### config.mk
export PLATFORM = sky130hd
export DESIGN_NAME = bus_arbiter2_flat
export DESIGN_NICKNAME = d
export VERILOG_FILES = /design/src/rtl/bus_arbiter2_if.sv /design/src/rtl/bus_arbiter2.sv /design/src/flat_wrapper.sv
export SDC_FILE = /design/constraint.sdc
export NUM_CORES = 1
export LEC_CHECK = 0
export ABC_AREA = 1
export BUFFER_PORTS_ARGS = -buffer_cell sky130_fd_sc_hd__buf_4
export CORE_AREA = 2 2 121 123
export DETAILED_ROUTE_END_ITERATION = 10
export DIE_AREA = 0 0 123 125
export GPL_TIMING_DRIVEN = 0
export PLACE_DENSITY = 0.51
export SLEW_MARGIN = 20
export SYNTH_ARGS = -nofsm -noshare
export SYNTH_HDL_FRONTEND = slang
export SYNTH_SLANG_ARGS = --single-unit
### constraint.sdc
create_clock -name clk -period 2.4 [get_ports clk]
set_clock_uncertainty 0.1 [all_clocks]
set_input_delay 0.12 -clock clk [delete_from_list [all_inputs] [get_ports clk]]
set_output_delay 0.12 -clock clk [all_outputs]
set_load 0.05 [all_outputs]
### src/rtl/bus_arbiter2_if.sv
// One memory-mapped bus port: request/payload from the master, rdata/done back from the slave.
// The arbiter takes two of these as slaves (m0, m1) and drives a third as master (s).
interface bus_arbiter2_if;
   logic [31:0] addr;
   logic [31:0] wdata;
   logic [3:0]  wmask;
   logic        wen;
   logic        ren;
   logic [31:0] rdata;
   logic        done;

   modport master (output addr, wdata, wmask, wen, ren, input rdata, done);
   modport slave  (input addr, wdata, wmask, wen, ren, output rdata, done);
endinterface

### src/rtl/bus_arbiter2.sv
// Two-master round-robin arbiter for the shared data bus (m0 = CPU load/store, m1 = DMA/debug).
// Grant is locked for a whole transaction; a slave that never answers is closed by a timeout.
//
//   state    | meaning
//   ST_IDLE  | no owner, s_* request outputs held at 0, arbitration happens here
//   ST_BUSY0 | master 0 owns the bus until s_done or timeout
//   ST_BUSY1 | master 1 owns the bus until s_done or timeout
module bus_arbiter2 #(
   parameter int unsigned TIMEOUT_CYCLES = 256,
   parameter logic [31:0] TIMEOUT_RDATA  = 32'hDEADBEEF
) (
   input  logic            clk,
   input  logic            rst,
   bus_arbiter2_if.slave   m0,
   bus_arbiter2_if.slave   m1,
   bus_arbiter2_if.master  s,
   output logic [1:0]      grant,
   output logic            timeout_err
);

   localparam logic [1:0] ST_IDLE  = 2'd0;
   localparam logic [1:0] ST_BUSY0 = 2'd1;
   localparam logic [1:0] ST_BUSY1 = 2'd2;

   localparam bit TO_EN = (TIMEOUT_CYCLES > 0);
   localparam int CNT_W = TO_EN ? $clog2(TIMEOUT_CYCLES + 1) : 1;
   localparam logic [CNT_W-1:0] CNT_LAST = TO_EN ? CNT_W'(TIMEOUT_CYCLES - 1) : '0;

   logic [1:0]       state_q, state_d;
   logic             last_grant_q, last_grant_d;
   logic [CNT_W-1:0] cnt_q, cnt_d;
   logic             timeout_err_q, timeout_err_d;

   logic        req0, req1;
   logic        busy, own1;
   logic        expire;
   logic        done_v;
   logic [31:0] rdata_v;

   always_comb begin
      req0          = m0.wen | m0.ren;
      req1          = m1.wen | m1.ren;
      state_d       = state_q;
      last_grant_d  = last_grant_q;
      cnt_d         = cnt_q;
      timeout_err_d = timeout_err_q;

      own1    = (state_q == ST_BUSY1);
      busy    = (state_q == ST_BUSY0) || own1;
      // s_done landing on the final count wins over the timeout
      expire  = TO_EN && busy && (cnt_q == CNT_LAST) && !s.done;
      done_v  = busy && (s.done || expire);
      rdata_v = expire ? TIMEOUT_RDATA : s.rdata;

      s.addr   = '0;
      s.wdata  = '0;
      s.wmask  = '0;
      s.wen    = 1'b0;
      s.ren    = 1'b0;
      m0.done  = 1'b0;
      m0.rdata = '0;
      m1.done  = 1'b0;
      m1.rdata = '0;

      if (busy) begin
         s.addr  = own1 ? m1.addr  : m0.addr;
         s.wdata = own1 ? m1.wdata : m0.wdata;
         s.wmask = own1 ? m1.wmask : m0.wmask;
         s.wen   = (own1 ? m1.wen : m0.wen) & ~expire;
         s.ren   = (own1 ? m1.ren : m0.ren) & ~expire;
         if (own1) begin
            m1.done  = done_v;
            m1.rdata = rdata_v;
         end else begin
            m0.done  = done_v;
            m0.rdata = rdata_v;
         end
         if (done_v) begin
            state_d = ST_IDLE;
            if (expire) timeout_err_d = 1'b1;
         end else begin
            cnt_d = cnt_q + 1'b1;
         end
      end else begin
         state_d = ST_IDLE;
         if (req0 && (!req1 || last_grant_q)) begin
            state_d      = ST_BUSY0;
            last_grant_d = 1'b0;
            cnt_d        = '0;
         end else if (req1) begin
            state_d      = ST_BUSY1;
            last_grant_d = 1'b1;
            cnt_d        = '0;
         end
      end
   end

   always_ff @(posedge clk or negedge rst) begin
      if (!rst) begin
         state_q       <= ST_IDLE;
         last_grant_q  <= 1'b1;
         cnt_q         <= '0;
         timeout_err_q <= 1'b0;
      end else begin
         state_q       <= state_d;
         last_grant_q  <= last_grant_d;
         cnt_q         <= cnt_d;
         timeout_err_q <= timeout_err_d;
      end
   end

   assign grant       = {own1, (state_q == ST_BUSY0)};
   assign timeout_err = timeout_err_q;

endmodule

### src/flat_wrapper.sv
// flat-port wrapper written by rule: the top's interface ports become plain ports
module bus_arbiter2_flat 
#(
   parameter int unsigned TIMEOUT_CYCLES = 256,
   parameter logic [31:0] TIMEOUT_RDATA  = 32'hDEADBEEF
)
  (clk, rst, grant, timeout_err, m0_addr, m0_wdata, m0_wmask, m0_wen, m0_ren, m0_rdata, m0_done, m1_addr, m1_wdata, m1_wmask, m1_wen, m1_ren, m1_rdata, m1_done, s_addr, s_wdata, s_wmask, s_wen, s_ren, s_rdata, s_done);
  bus_arbiter2_if m0_i ();
  bus_arbiter2_if m1_i ();
  bus_arbiter2_if s_i ();
  input  logic clk;
  input  logic rst;
  output logic [1:0] grant;
  output logic timeout_err;
  input wire logic [$bits(m0_i.addr)-1:0] m0_addr;
  input wire logic [$bits(m0_i.wdata)-1:0] m0_wdata;
  input wire logic [$bits(m0_i.wmask)-1:0] m0_wmask;
  input wire logic [$bits(m0_i.wen)-1:0] m0_wen;
  input wire logic [$bits(m0_i.ren)-1:0] m0_ren;
  output wire logic [$bits(m0_i.rdata)-1:0] m0_rdata;
  output wire logic [$bits(m0_i.done)-1:0] m0_done;
  input wire logic [$bits(m1_i.addr)-1:0] m1_addr;
  input wire logic [$bits(m1_i.wdata)-1:0] m1_wdata;
  input wire logic [$bits(m1_i.wmask)-1:0] m1_wmask;
  input wire logic [$bits(m1_i.wen)-1:0] m1_wen;
  input wire logic [$bits(m1_i.ren)-1:0] m1_ren;
  output wire logic [$bits(m1_i.rdata)-1:0] m1_rdata;
  output wire logic [$bits(m1_i.done)-1:0] m1_done;
  output wire logic [$bits(s_i.addr)-1:0] s_addr;
  output wire logic [$bits(s_i.wdata)-1:0] s_wdata;
  output wire logic [$bits(s_i.wmask)-1:0] s_wmask;
  output wire logic [$bits(s_i.wen)-1:0] s_wen;
  output wire logic [$bits(s_i.ren)-1:0] s_ren;
  input wire logic [$bits(s_i.rdata)-1:0] s_rdata;
  input wire logic [$bits(s_i.done)-1:0] s_done;
  assign m0_i.addr = m0_addr;
  assign m0_i.wdata = m0_wdata;
  assign m0_i.wmask = m0_wmask;
  assign m0_i.wen = m0_wen;
  assign m0_i.ren = m0_ren;
  assign m0_rdata = m0_i.rdata;
  assign m0_done = m0_i.done;
  assign m1_i.addr = m1_addr;
  assign m1_i.wdata = m1_wdata;
  assign m1_i.wmask = m1_wmask;
  assign m1_i.wen = m1_wen;
  assign m1_i.ren = m1_ren;
  assign m1_rdata = m1_i.rdata;
  assign m1_done = m1_i.done;
  assign s_addr = s_i.addr;
  assign s_wdata = s_i.wdata;
  assign s_wmask = s_i.wmask;
  assign s_wen = s_i.wen;
  assign s_ren = s_i.ren;
  assign s_i.rdata = s_rdata;
  assign s_i.done = s_done;
  bus_arbiter2 #(.TIMEOUT_CYCLES(TIMEOUT_CYCLES), .TIMEOUT_RDATA(TIMEOUT_RDATA)) u_core (.clk(clk), .rst(rst), .m0(m0_i), .m1(m1_i), .s(s_i), .grant(grant), .timeout_err(timeout_err));
endmodule
* Word-level counts from Yosys, hierarchy flattened
Cells that the tools add are included.
Cells by class: $add $sub $neg 1, equality and inequality tests 5, muxes and demuxes 29, bitwise logic cells 6, reductions and logical operators 14
Operators with widths (number):
- two-way mux 32 bit | 9
- two-way mux 9 bit | 4
- two-way mux 1 bit | 10
- adder 9 x 1 -> 9 bit (second input constant) | 1
- == test 9 x 8 -> 1 bit (second input constant) | 1
- two-way mux 2 bit | 4
- two-way mux 4 bit | 2
- logical AND 1 bit | 4
- inequality test 2 bit (second input constant) | 2
- AND reduction 2 bit | 2
- logical OR 1 bit | 3
- AND reduction 3 bit | 1
- nonzero test 3 bit | 1
- bitwise AND 1 bit | 2
- == test 2 x 1 -> 1 bit (second input constant) | 1
- == test 2 bit (second input constant) | 1
- logical NOT 1 bit | 2
- inverter 1 bit | 2
- OR 1 bit | 2
- nonzero test 2 bit | 1
Storage, ports and cells: register bits 13, output and inout port bits 139, logic and storage cells 59

* Longest topological paths before layout
Gate-level depths: netlist of run 1.
depth after elaboration 8, depth in mapped cells 13

* Worst setup path after synthesis of run 1
Ideal clock, no wire load.
kind reg-to-output, from register u_core.cnt_q[0], to output port s_ren, data arrival time 2479 ps, required time 2180 ps, path slack -299 ps, cell stages (with the launch flop) 11, path through dfrtp_1 > ha_1 > nand2_1 > inv_1 > nand3_1 > nor3_1 > ha_1 > nand3_4 > inv_2 > buf_6 > nor3_1
On the way: cells in the longest elaborated chain, start to end 6
RTL lines:
- start: declaration | line bus_arbiter2.sv:31 | logic [CNT_W-1:0] cnt_q, cnt_d;
- start signal: assignment | line bus_arbiter2.sv:107 | cnt_q <= cnt_d;
- == test 9 x 8 -> 1 bit | line bus_arbiter2.sv:51 | expire = TO_EN && busy && (cnt_q == CNT_LAST) && !s.done;
- logical AND 1 bit (2 in series) | line bus_arbiter2.sv:51
- inverter 1 bit | line bus_arbiter2.sv:70 | s.ren = (own1 ? m1.ren : m0.ren) & ~expire;
- bitwise AND 1 bit | line bus_arbiter2.sv:70
- two-way mux 1 bit | line bus_arbiter2.sv:65 | if (busy) begin
- end: declaration | line flat_wrapper.sv:33 | output wire logic [$bits(s_i.ren)-1:0] s_ren;
Every way passes these cells.

* Worst setup path in the final report of run 1
from register u_core.cnt_q[0], to output port m1_rdata[25]
On the way: cells in the longest elaborated chain, start to end 6
RTL lines:
- == test 9 x 8 -> 1 bit | line bus_arbiter2.sv:51
- logical AND 1 bit (2 in series) | line bus_arbiter2.sv:51
- two-way mux 32 bit | line bus_arbiter2.sv:53 | rdata_v = expire ? TIMEOUT_RDATA : s.rdata;
- two-way mux 32 bit | line bus_arbiter2.sv:71 | if (own1) begin
- two-way mux 32 bit | line bus_arbiter2.sv:65
- end: declaration | line flat_wrapper.sv:27 | output wire logic [$bits(m1_i.rdata)-1:0] m1_rdata;
Every way passes these cells.

==> impl_metrics.yaml, run 1 <==
power_and_ir_drop:
  p_leak_nw: 2.973
  peakVddDrop_mv: 0.7251
  p_per_area_mw_per_mm2: 1613
  p_sw_share_pct: 68.18
  p_seq_share_pct: 3.4
  comb_power_share_pct: 93.0
  p_clk_share_pct: 3.7
  internal_power_w: 0.002765
  p_sw_w: 0.005924
cells_and_area:
  syn2layout_area_growth_pct: 134.0
  utilization_pct: 37.92
  diodes: 0
  fin_area_mm2: 0.005386
  fillers: 1586
  drive_above_1_share_pct: 53.66
  nets: 972
die:
  num_rows: 44
  die_h_um: 125
  num_io_pins: 314
  dieArea_mm2: 0.01538
  die_w_um: 123
  start_util_pct: 16.21
  coreArea_mm2: 0.01420
setup_path:
  crit_path_end_kind: "output port"
  crit_required_ns: 2.18
  startpoint_type: "register"
  path_buf_inv: 5
  cp_cell_sequence: "ha_2 > nand2_2 > inv_2 > nand3_2 > nor3_2 > ha_2 > nand3_4 > clkinv_4 > buf_8 > or2_1 > inv_2 > nor2_2 > buf_6"
  arrival_ns: 2.08
  worstSetupPathType: "register to output port"
  max_stage_delay_ns: 0.38
  critPathTopFamily: "simple AND/OR/NAND/NOR gates"
  worstPathMaxFanout: 8
  cp_slowest_cell: "dfrtp_1"
clocking:
  cts-buffers-inserted: 3
  cts_tree: "done"
  htree_num_levels: 1
  cts_root_buf: "clkbuf_16"
  clkTransAtPathRegs_ns: 0.04
  clock_latency_ns: 0.24
  cts_sinks: 13
  ctsLongestPathBuffers: 2
sta:
  fin_crit_ns: 2.298
  fmax_mhz: 435.1
  rsz0062_at_grt: "yes"
  setup_violations: 0
  max_slew.worst_pin.slew_ns: 0.4651
  period_share_pct: 95.76
  maxSlewViolCount: 0
  fin_ws_ns: 0.1017
  relSlewSlack_pct: 69.00
  finalHoldViolCount: 0
detailed_routing:
  drt-pass1-iter-count: 6
  routed_wl_mm: 13.31
  routedWlPerCell_um: 13.63
  drcViolationCount: 0
  vias: 4036
  drtIter0Drc: 170
  vias_per_cell: 4.135
  ant_nets: 0
global_route:
  grt_pass1_vias: 3624
  antenna_found_initial: 0
  grt_max_degree: 14
  gr-total-overflow: 0
  grt_util_all_layers_pct: 15.83
  grt_pass1_wl_mm: 19.54
yosys:
  synth_seq_area_share_pct: 14.18
  synth_cell_types: 22
  synth_seq_cells: 13
  synth_area_mm2: 0.002302
  syn_area_per_cell_um2: 4.972
  synth_cells: 463
  yosysWarnings: 0
  syn-num-nets: 642
placed_design:
  place_area_mm2: 0.004967
  place.gp.congestion: 0.8157
  preCtsSetupSlack_ns: -0.05707
  io_buffers: 313
  hpwl_mm: 10.87
run:
  cap_viol_max_count: 0
run_status:
  status: "finished, final reports clean"
min_path:
  hold_class: "input port to register"
-- routing by layer --
| metal | vias to the layer above | share of wire, % | global-route usage, % |
|---|---|---|---|
| met1 | 1793 | 40 | 19.08 |
| met5 | - | 0 | 0 |
| li1 | 2083 | - | - |
| met4 | 0 | 1.4 | 2.741 |
| met3 | 16 | 7.8 | 3.376 |
| met2 | 144 | 51 | 28.83 |
-- worst paths after layout --
kind | slack, ns | from | endpoint | depth (start not counted)
worst min-delay path | 0.14 | m1_wen | u_core.state_q[1]$_DFFE_PN0P_ | 5
worst max register to register | 0.31 | u_core.cnt_q[0]$_DFFE_PN0P_ | u_core.cnt_q[6]$_DFFE_PN0P_ | 14
worst max-delay path | 0.10 | u_core.cnt_q[0]$_DFFE_PN0P_ | m1_rdata[25] | 13
worst min register to register | 0.36 | u_core.timeout_err$_DFFE_PN0P_ | u_core.timeout_err$_DFFE_PN0P_ | 1
min in group asynchronous | 0.16 | rst | u_core.cnt_q[8]$_DFFE_PN0P_ | 2
max in group asynchronous | 1.80 | rst | u_core.last_grant_q$_DFFE_PN1P_ | 2
-- cells in the final DEF, fill, tap and decap left out, types with 3 or more instances in the layout --
master and n:
buf_4 289, nand2_1 167, a21oi_1 71, nor2_1 37, buf_6 32, nor2_2 28
inv_1 24, inv_2 20, or2_1 17, nand3_1 14, dfrtp_1 12, o21ai_0 11
buf_2 8, or2_2 8, clkbuf_2 8, clkbuf_1 7, nor2_4 6, buf_8 5
clkbuf_4 4, nor3_2 3, ha_2 3, clkbuf_16 3
-- power groups by stage --
| stage | Sequential [W] | Combinational [W] | Clock, W |
|---|---|---|---|
| 2_1_floorplan | 0.000293 | 0.00538 | 0 |
| 3_3_place_gp | 0.000297 | 0.00788 | 0 |
| 3_5_place_dp | 0.000298 | 0.00785 | 0 |
| 4_1_cts | 0.000290 | 0.00792 | 0.000330 |
| 5_1_grt | 0.000301 | 0.00851 | 0.000340 |
| 6_report | 0.000292 | 0.00808 | 0.000320 |
-- logic make-up (layout without fill, tap and decap cells) --
| logic type | Yosys count | after routing | synth area share, % |
|---|---|---|---|
| buf+inv | 77 | 406 | 14.08 |
| compound gates | 84 | 84 | 18.48 |
| simple gates | 285 | 285 | 51.09 |
| fa+ha+maj | 4 | 4 | 2.174 |
| flops | 13 | 13 | 14.19 |
-- worst reg2reg max path, stage by stage, from the launching register on --
cell,delay [ns]
dfrtp_1,0.35
ha_2,0.19
nand2_2,0.06
inv_2,0.06
nand3_2,0.07
nor3_2,0.12
ha_2,0.22
buf_4,0.11
inv_1,0.04
nand3_2,0.11
nand2_1,0.08
inv_2,0.13
nand2_1,0.17
nand3_1,0.12
nand2_1,0.05
-- cells in the mapped netlist, drive strengths merged --
library cell,instances,area [um^2]
nor3,4,20.02
nand3,17,102.6
clkbuf,12,45.04
nor2,71,266.5
or2,25,156.4
buf,20,110.1
nand2,168,630.6
o21bai,2,15.01
dfrtp,12,300.3
dfstp,1,26.28
inv,44,165.1
o21ai,11,55.05
a21oi,71,355.3
clkinv,1,3.750
ha,4,50.05
-- sequential cells by signal (all words and copies together) (netlist names) --
register             count
u_core.state_q           2
u_core.last_grant_q      1
u_core.cnt_q             9
u_core.timeout_err       1
-- stage by stage --
stage	hold WS [ns]	instances	power [W]	setup TNS (ns)
2_1_floorplan	-0.2756	463	0.005677	-0.5987
3_3_place_gp	-0.1142	960	0.008176	-0.3633
3_5_place_dp	-0.1159	960	0.008152	-0.7849
4_1_cts	0.1340	971	0.008537	0
5_1_grt	0.1706	976	0.009155	-1.018
6_report	0.1362	976	0.008690	0
-- final cells by class --
class | count | area [um^2] | share of cell area [%]
Buffer | 32 | 181.4 | 3.368
Clock buffer | 4 | 78.83 | 1.463
Inverter | 45 | 175.2 | 3.252
Multi-Input combinational cell | 373 | 1797 | 33.36
Sequential cell | 13 | 326.6 | 6.063
Tap cell | 184 | 230.2 | 4.274
Timing Repair Buffer | 324 | 2594 | 48.15
Timing Repair inverter | 1 | 3.754 | 0.06969
-- what timing repair did --
action,4_1_cts,5_1_grt
gates resized for setup,14,78
setup buffers,5,4
setup endpoints to repair,77,99
cloned,1,1
hold buffers,1,0
pin swaps,2,9
hold endpoints to repair,13,0
(Power assumes the default switching activity.)
==> run 2, diff against run 1 <==
--- a/config.mk
+++ b/config.mk
@@ -7,11 +7,13 @@
 export LEC_CHECK = 0
 export ABC_AREA = 1
 export BUFFER_PORTS_ARGS = -buffer_cell sky130_fd_sc_hd__buf_4
-export CORE_AREA = 2 2 121 123
+export CELL_PAD_IN_SITES_DETAIL_PLACEMENT = 1
+export CELL_PAD_IN_SITES_GLOBAL_PLACEMENT = 2
+export CORE_MARGIN = 5
+export CORE_UTILIZATION = 12
 export DETAILED_ROUTE_END_ITERATION = 10
-export DIE_AREA = 0 0 123 125
 export GPL_TIMING_DRIVEN = 0
-export PLACE_DENSITY = 0.51
+export PLACE_DENSITY = 0.87
 export SLEW_MARGIN = 20
 export SYNTH_ARGS = -nofsm -noshare
 export SYNTH_HDL_FRONTEND = slang
==> constraint.sdc (replaced) <==
create_clock -name clk -period 2.4 [get_ports clk]
set_clock_uncertainty 0.1 [all_clocks]
set_input_delay 0.24 -clock clk [delete_from_list [all_inputs] [get_ports clk]]
set_output_delay 0.24 -clock clk [all_outputs]
set_load 0.05 [all_outputs]
==> run 2 against run 1 <==
  * The run now ends with setup timing left
  * Critical path depth grew 1
  * Count of clock-buffer cells in the layout is the same
  * Combinational power grew 7.4%
  * Register-to-register slack lost 0.12 ns
  * Sequential share of layout area shrank 0.48 points
  * Critical endpoint is now m0_rdata[6]
  * Flip-flop and latch count is the same
  * Power grew 7.0%
  * Final cell count grew 5.3%
  * Routed wire length grew 28%
  * Sequential power grew 4%
  * Via count grew 3.2%
  * Worst setup slack lost 0.27 ns
==> impl_metrics.yaml, run 2 (same netlist as run 1, synthesis figures left out) <==
placed_design:
  io_buffers: 313
  place.gp.congestion: 0.7914
  preCtsSetupSlack_ns: -0.3482
  hpwl_mm: 13.74
min_path:
  hold_class: "input port to asynchronous set/reset pin"
clocking:
  cts_sinks: 13
  ctsLongestPathBuffers: 2
  htree_num_levels: 1
  cts_tree: "done"
  clock_latency_ns: 0.24
  clkTransAtPathRegs_ns: 0.05
  cts-buffers-inserted: 3
  cts_root_buf: "clkbuf_16"
sta:
  fin_crit_ns: 2.570
  setup_violations: 66
  rsz0062_at_grt: "yes"
  fin_ws_ns: -0.1703
  period_share_pct: 107.1
  maxSlewViolCount: 0
  fmax_mhz: 389.1
  max_slew.worst_pin.slew_ns: 0.5168
  hold_ws_ns: 0.2921
  finalHoldViolCount: 0
  relSlewSlack_pct: 65.54
power_and_ir_drop:
  p_leak_nw: 3.050
  p_per_area_mw_per_mm2: 1590
  peakVddDrop_mv: 0.7326
cells_and_area:
  top_register: "u_core.cnt_q"
  largest_register_ffs: 9
  syn2layout_area_growth_pct: 154.0
  nets: 974
  layout_commonest_cell: "buf_4"
  drive_above_1_share_pct: 58.19
  diodes: 0
  reg_top3: "u_core.cnt_q x9, u_core.state_q x2"
  fillers: 2404
  layout_common_cells: "buf_4, nand2_1, a21oi_1, buf_6, nor2_2"
setup_path:
  cp_slowest_cell: "dfrtp_1"
  worstPathMaxFanout: 8
  cp-startpoint: "u_core.cnt_q[0]$_DFFE_PN0P_"
  max_stage_delay_ns: 0.41
  crit_path_end_kind: "output port"
  worstSetupPathType: "register to output port"
  crit_required_ns: 2.06
  startpoint_type: "register"
  reg2reg_depth: 13
  crit_top_cell: "buf_6"
  r2r_start: "u_core.cnt_q[0]$_DFFE_PN0P_"
  cp_cell_sequence: "ha_2 > nand2_2 > inv_2 > nand3_2 > nor3_2 > ha_2 > nand3_4 > clkinv_8 > buf_6 > buf_6 > or2_4 > inv_4 > nor2_2 > buf_6"
  arrival_ns: 2.23
run:
  cap_viol_max_count: 0
run_status:
  status: "finished with violations"
  violations: "setup timing"
detailed_routing:
  ant_nets: 0
  drt-pass1-iter-count: 4
  top_layer_used: "met4"
  wl_met3_mm: 1.408
  drcViolationCount: 0
  wl_met2_mm: 8.795
  vias_per_cell: 4.054
  routed_wl_mm: 16.97
  wl_met1_mm: 6.676
  vias: 4167
  routedWlPerCell_um: 16.51
  drtIter0Drc: 115
die:
  num_io_pins: 314
  num_rows: 50
  coreArea_mm2: 0.01877
  die_w_um: 148.5
  dieArea_mm2: 0.02206
  start_util_pct: 12.27
  die_h_um: 148.5
global_route:
  grt_max_degree: 20
  grt_util_all_layers_pct: 13.64
  antenna_found_initial: 0
  grt_pass1_vias: 4195
  grt_pass1_wl_mm: 24.05
  gr-total-overflow: 0
## run 2: report_power, final
| group | total (W) | internal (W) | switching, W | leakage, nW |
|---|---|---|---|---|
| clock network | 0.000318 | 0.000224 | 0.0000940 | 0.0382 |
| logic | 0.00868 | 0.00254 | 0.00613 | 2.84 |
| registers | 0.000303 | 0.000269 | 0.0000336 | 0.174 |
## run 2: through the flow
stage / setup TNS, ns / instances / total power [W] / instance area, um^2 / util, %
2_1_floorplan: -0.8387 / 463 / 0.005721 / 2422 / -
4_1_cts: -6.703 / 1025 / 0.009070 / 5545 / 29.55
3_5_place_dp: -12.62 / 1010 / 0.008378 / 5065 / 26.99
5_1_grt: -13.02 / 1028 / 0.009768 / 5848 / 31.16
6_report: -5.857 / 1028 / 0.009297 / 5848 / 31.16
3_3_place_gp: -12.72 / 1010 / 0.008375 / 5065 / 26.99
## run 2: worst paths after layout
kind | slack, ns | end
worst max-delay path | -0.17 | m0_rdata[6]
worst min-delay path | 0.29 | u_core.cnt_q[0]$_DFFE_PN0P_
worst max register to register | 0.19 | u_core.cnt_q[5]$_DFFE_PN0P_
worst min register to register | 0.38 | u_core.timeout_err$_DFFE_PN0P_
max in group asynchronous | 1.67 | u_core.last_grant_q$_DFFE_PN1P_
min in group clk | 0.29 | u_core.state_q[1]$_DFFE_PN0P_
## run 2: area by class of cell
class                           count  area [um^2]  share of cell area, %
Buffer                             31        206.4                  3.530
Clock buffer                        4        78.83                  1.348
Inverter                           45        191.4                  3.273
Multi-Input combinational cell    373         1934                  33.08
Sequential cell                    13        326.6                  5.584
Tap cell                          234        292.8                  5.006
Timing Repair Buffer              328         2818                  48.18
## run 2: routing by layer
| layer | GRT usage (%) | vias to the layer above |
|---|---|---|
| met5 | 0 | - |
| li1 | - | 2100 |
| met1 | 17.14 | 1892 |
| met3 | 2.742 | 9 |
| met2 | 24.94 | 166 |
| met4 | 1.201 | 0 |
## run 2: worst max-delay path, delay by kind of cell, from the launching register on
kind	cells	cell delay, ns
simple gates	6	0.58
buf+inv	6	0.59
flops	1	0.41
fa+ha+maj	2	0.40
## run 2: what timing repair did
action                     CTS  global route
pin swaps                   13            17
buffers inserted            10             2
hold endpoints to repair    13             0
gates cloned                 1             1
hold buffers                 1             0
setup endpoints to repair  136            91
gates resized for setup    107            85
==> run 3, diff against run 2 <==
==> constraint.sdc (replaced) <==
create_clock -name clk -period 2.65 [get_ports clk]
set_clock_uncertainty 0.1 [all_clocks]
set_input_delay 0.265 -clock clk [delete_from_list [all_inputs] [get_ports clk]]
set_output_delay 0.265 -clock clk [all_outputs]
set_load 0.05 [all_outputs]
==> run 3 against run 2 <==
  * The run now ends clean
  * Routed wire length decreased by 0.61%
  * Utilization decreased by 1.6 points
  * Sequential power decreased by 12%
  * Clock power decreased by 8.8%
  * Die area unchanged
  * Critical path depth decreased by 1
  * Non-clock buffer count unchanged
  * Combinational power decreased by 13%
  * Global-route usage decreased by 0.20 points
  * Critical endpoint is now m1_rdata[27]
  * Largest power group unchanged
  * Highest routed layer unchanged
==> impl_metrics.yaml, run 3 (same netlist as run 1, synthesis figures left out) <==
run_status:
  status: "finished, final reports clean"
setup_path:
  arrival_ns: 2.28
  r2r_end: "u_core.cnt_q[6]$_DFFE_PN0P_"
  r2r_slack_ns: 0.37
  worstPathMaxFanout: 8
  crit_path_end_kind: "output port"
  r2r_start: "u_core.cnt_q[1]$_DFFE_PN0P_"
  reg2reg_depth: 14
  crit_required_ns: 2.29
  startpoint_type: "register"
  worstSetupPathType: "register to output port"
die:
  num_io_pins: 314
  num_rows: 50
  die_w_um: 148.5
  start_util_pct: 12.27
  coreArea_mm2: 0.01877
  dieArea_mm2: 0.02206
  die_h_um: 148.5
detailed_routing:
  drtIter0Drc: 132
  drcViolationCount: 0
  routedWlPerCell_um: 16.41
  ant_nets: 0
  vias: 4176
  drt-pass1-iter-count: 4
  routed_wl_mm: 16.87
  vias_per_cell: 4.062
clocking:
  cts-buffers-inserted: 3
  clkTransAtPathRegs_ns: 0.05
  ctsLongestPathBuffers: 2
  htree_num_levels: 1
  clock_latency_ns: 0.24
  cts_root_buf: "clkbuf_16"
  cts_tree: "done"
  cts_sinks: 13
sta:
  relSlewSlack_pct: 58.30
  fmax_mhz: 378.7
  fin_crit_ns: 2.640
  setup_violations: 0
  period_share_pct: 99.64
  maxSlewViolCount: 0
  fin_tns_setup_ns: 0
  max_slew.worst_pin.slew_ns: 0.6255
  finalHoldViolCount: 0
  fin_ws_ns: 0.009537
  rsz0062_at_grt: "yes"
cells_and_area:
  top_register: "u_core.cnt_q"
  layout_commonest_cell: "buf_4"
  drive_above_1_share_pct: 53.65
  reg_top3: "u_core.cnt_q x9, u_core.state_q x2"
  largest_register_ffs: 9
  diodes: 0
  layout_common_cells: "buf_4, nand2_1, a21oi_1, buf_6, nor2_1"
  syn2layout_area_growth_pct: 140.9
  nets: 974
global_route:
  grt_util_all_layers_pct: 13.44
  grt_pass1_wl_mm: 23.79
  antenna_found_initial: 0
  grt_max_degree: 14
  gr-total-overflow: 0
  grt_pass1_vias: 4126
power_and_ir_drop:
  p_sw_share_pct: 68.66
  p_seq_share_pct: 3.3
  peakVddDrop_mv: 0.4012
  internal_power_w: 0.002527
  p_sw_w: 0.005536
  comb_power_share_pct: 93.1
  p_per_area_mw_per_mm2: 1454
  p_leak_nw: 2.988
  p_clk_share_pct: 3.6
placed_design:
  preCtsSetupSlack_ns: -0.01683
  hpwl_mm: 13.78
  io_buffers: 313
  place.gp.congestion: 0.8320
run:
  cap_viol_max_count: 0
min_path:
  hold_class: "input port to asynchronous set/reset pin"
[run 3: through the flow]
stage	instance area (um^2)	utilization (%)	instances	power [W]	hold WS [ns]
6_report	5547	29.55	1028	0.008063	0.3154
5_1_grt	5547	29.55	1028	0.008497	0.3357
4_1_cts	5077	27.05	1018	0.007774	0.3209
3_5_place_dp	4945	26.35	1010	0.007444	0.02685
3_3_place_gp	4945	26.35	1010	0.007428	0.02425
2_1_floorplan	2302	-	463	0.005043	-0.1306
[run 3: worst max path at each step]
| stage | cells after the start | from | endpoint |
|---|---|---|---|
| final | 13 | u_core.cnt_q[1]$_DFFE_PN0P_ | m1_rdata[27] |
| after global routing | 13 | u_core.cnt_q[1]$_DFFE_PN0P_ | m1_rdata[27] |
| after CTS | 7 | u_core.state_q[0]$_DFFE_PN0P_ | s_addr[0] |
| after detailed placement | 13 | u_core.cnt_q[0]$_DFFE_PN0P_ | m1_rdata[30] |
| after global placement | 13 | u_core.cnt_q[0]$_DFFE_PN0P_ | m1_rdata[21] |
| after floorplan | 10 | u_core.cnt_q[0]$_DFFE_PN0P_ | s_ren |
[run 3: cell type report]
cell class	instances	area [um^2]
Fill cell	2403	13220
Clock buffer	4	78.83
Timing Repair Buffer	327	2681
Multi-Input combinational cell	373	1804
Sequential cell	13	326.6
Tap cell	234	292.8
Inverter	45	182.7
Buffer	32	180.2
[run 3: repair_timing]
action,CTS,global route
buffers inserted,3,9
gates cloned,0,1
endpoints found under the hold margin,13,0
endpoints found under the setup margin,58,58
gates resized for setup,7,135
hold buffers,1,0
pin swaps,2,14
[run 3: power by group through the flow]
stage / Combinational [W] / Clock (W) / Sequential [W]
final: 0.00751 / 0.000290 / 0.000267
after global routing: 0.00792 / 0.000303 / 0.000272
after CTS: 0.00721 / 0.000297 / 0.000267
after detailed placement: 0.00717 / 0 / 0.000272
after global placement: 0.00716 / 0 / 0.000270
after floorplan: 0.00478 / 0 / 0.000266
[run 3: per-layer routing]
layer | global-route usage (%) | vias to the layer above | part of all wire [%] | routed length, um
li1 | - | 2091 | - | -
met1 | 16.43 | 1946 | 40 | 6807
met2 | 24.78 | 128 | 53 | 8908
met3 | 2.925 | 11 | 5.9 | 999
met4 | 1.570 | 0 | 0.91 | 154
met5 | 0 | - | 0 | 0
[run 3: critical path, stage by stage (launching register included)]
cell     delay [ns]
dfrtp_1        0.36
ha_2           0.21
nand2_2        0.07
inv_2          0.09
nand3_2        0.08
nor3_2         0.17
ha_2           0.23
nand3_4        0.10
inv_8          0.10
buf_8          0.12
or2_1          0.11
inv_2          0.05
nor2_1         0.13
buf_6          0.18
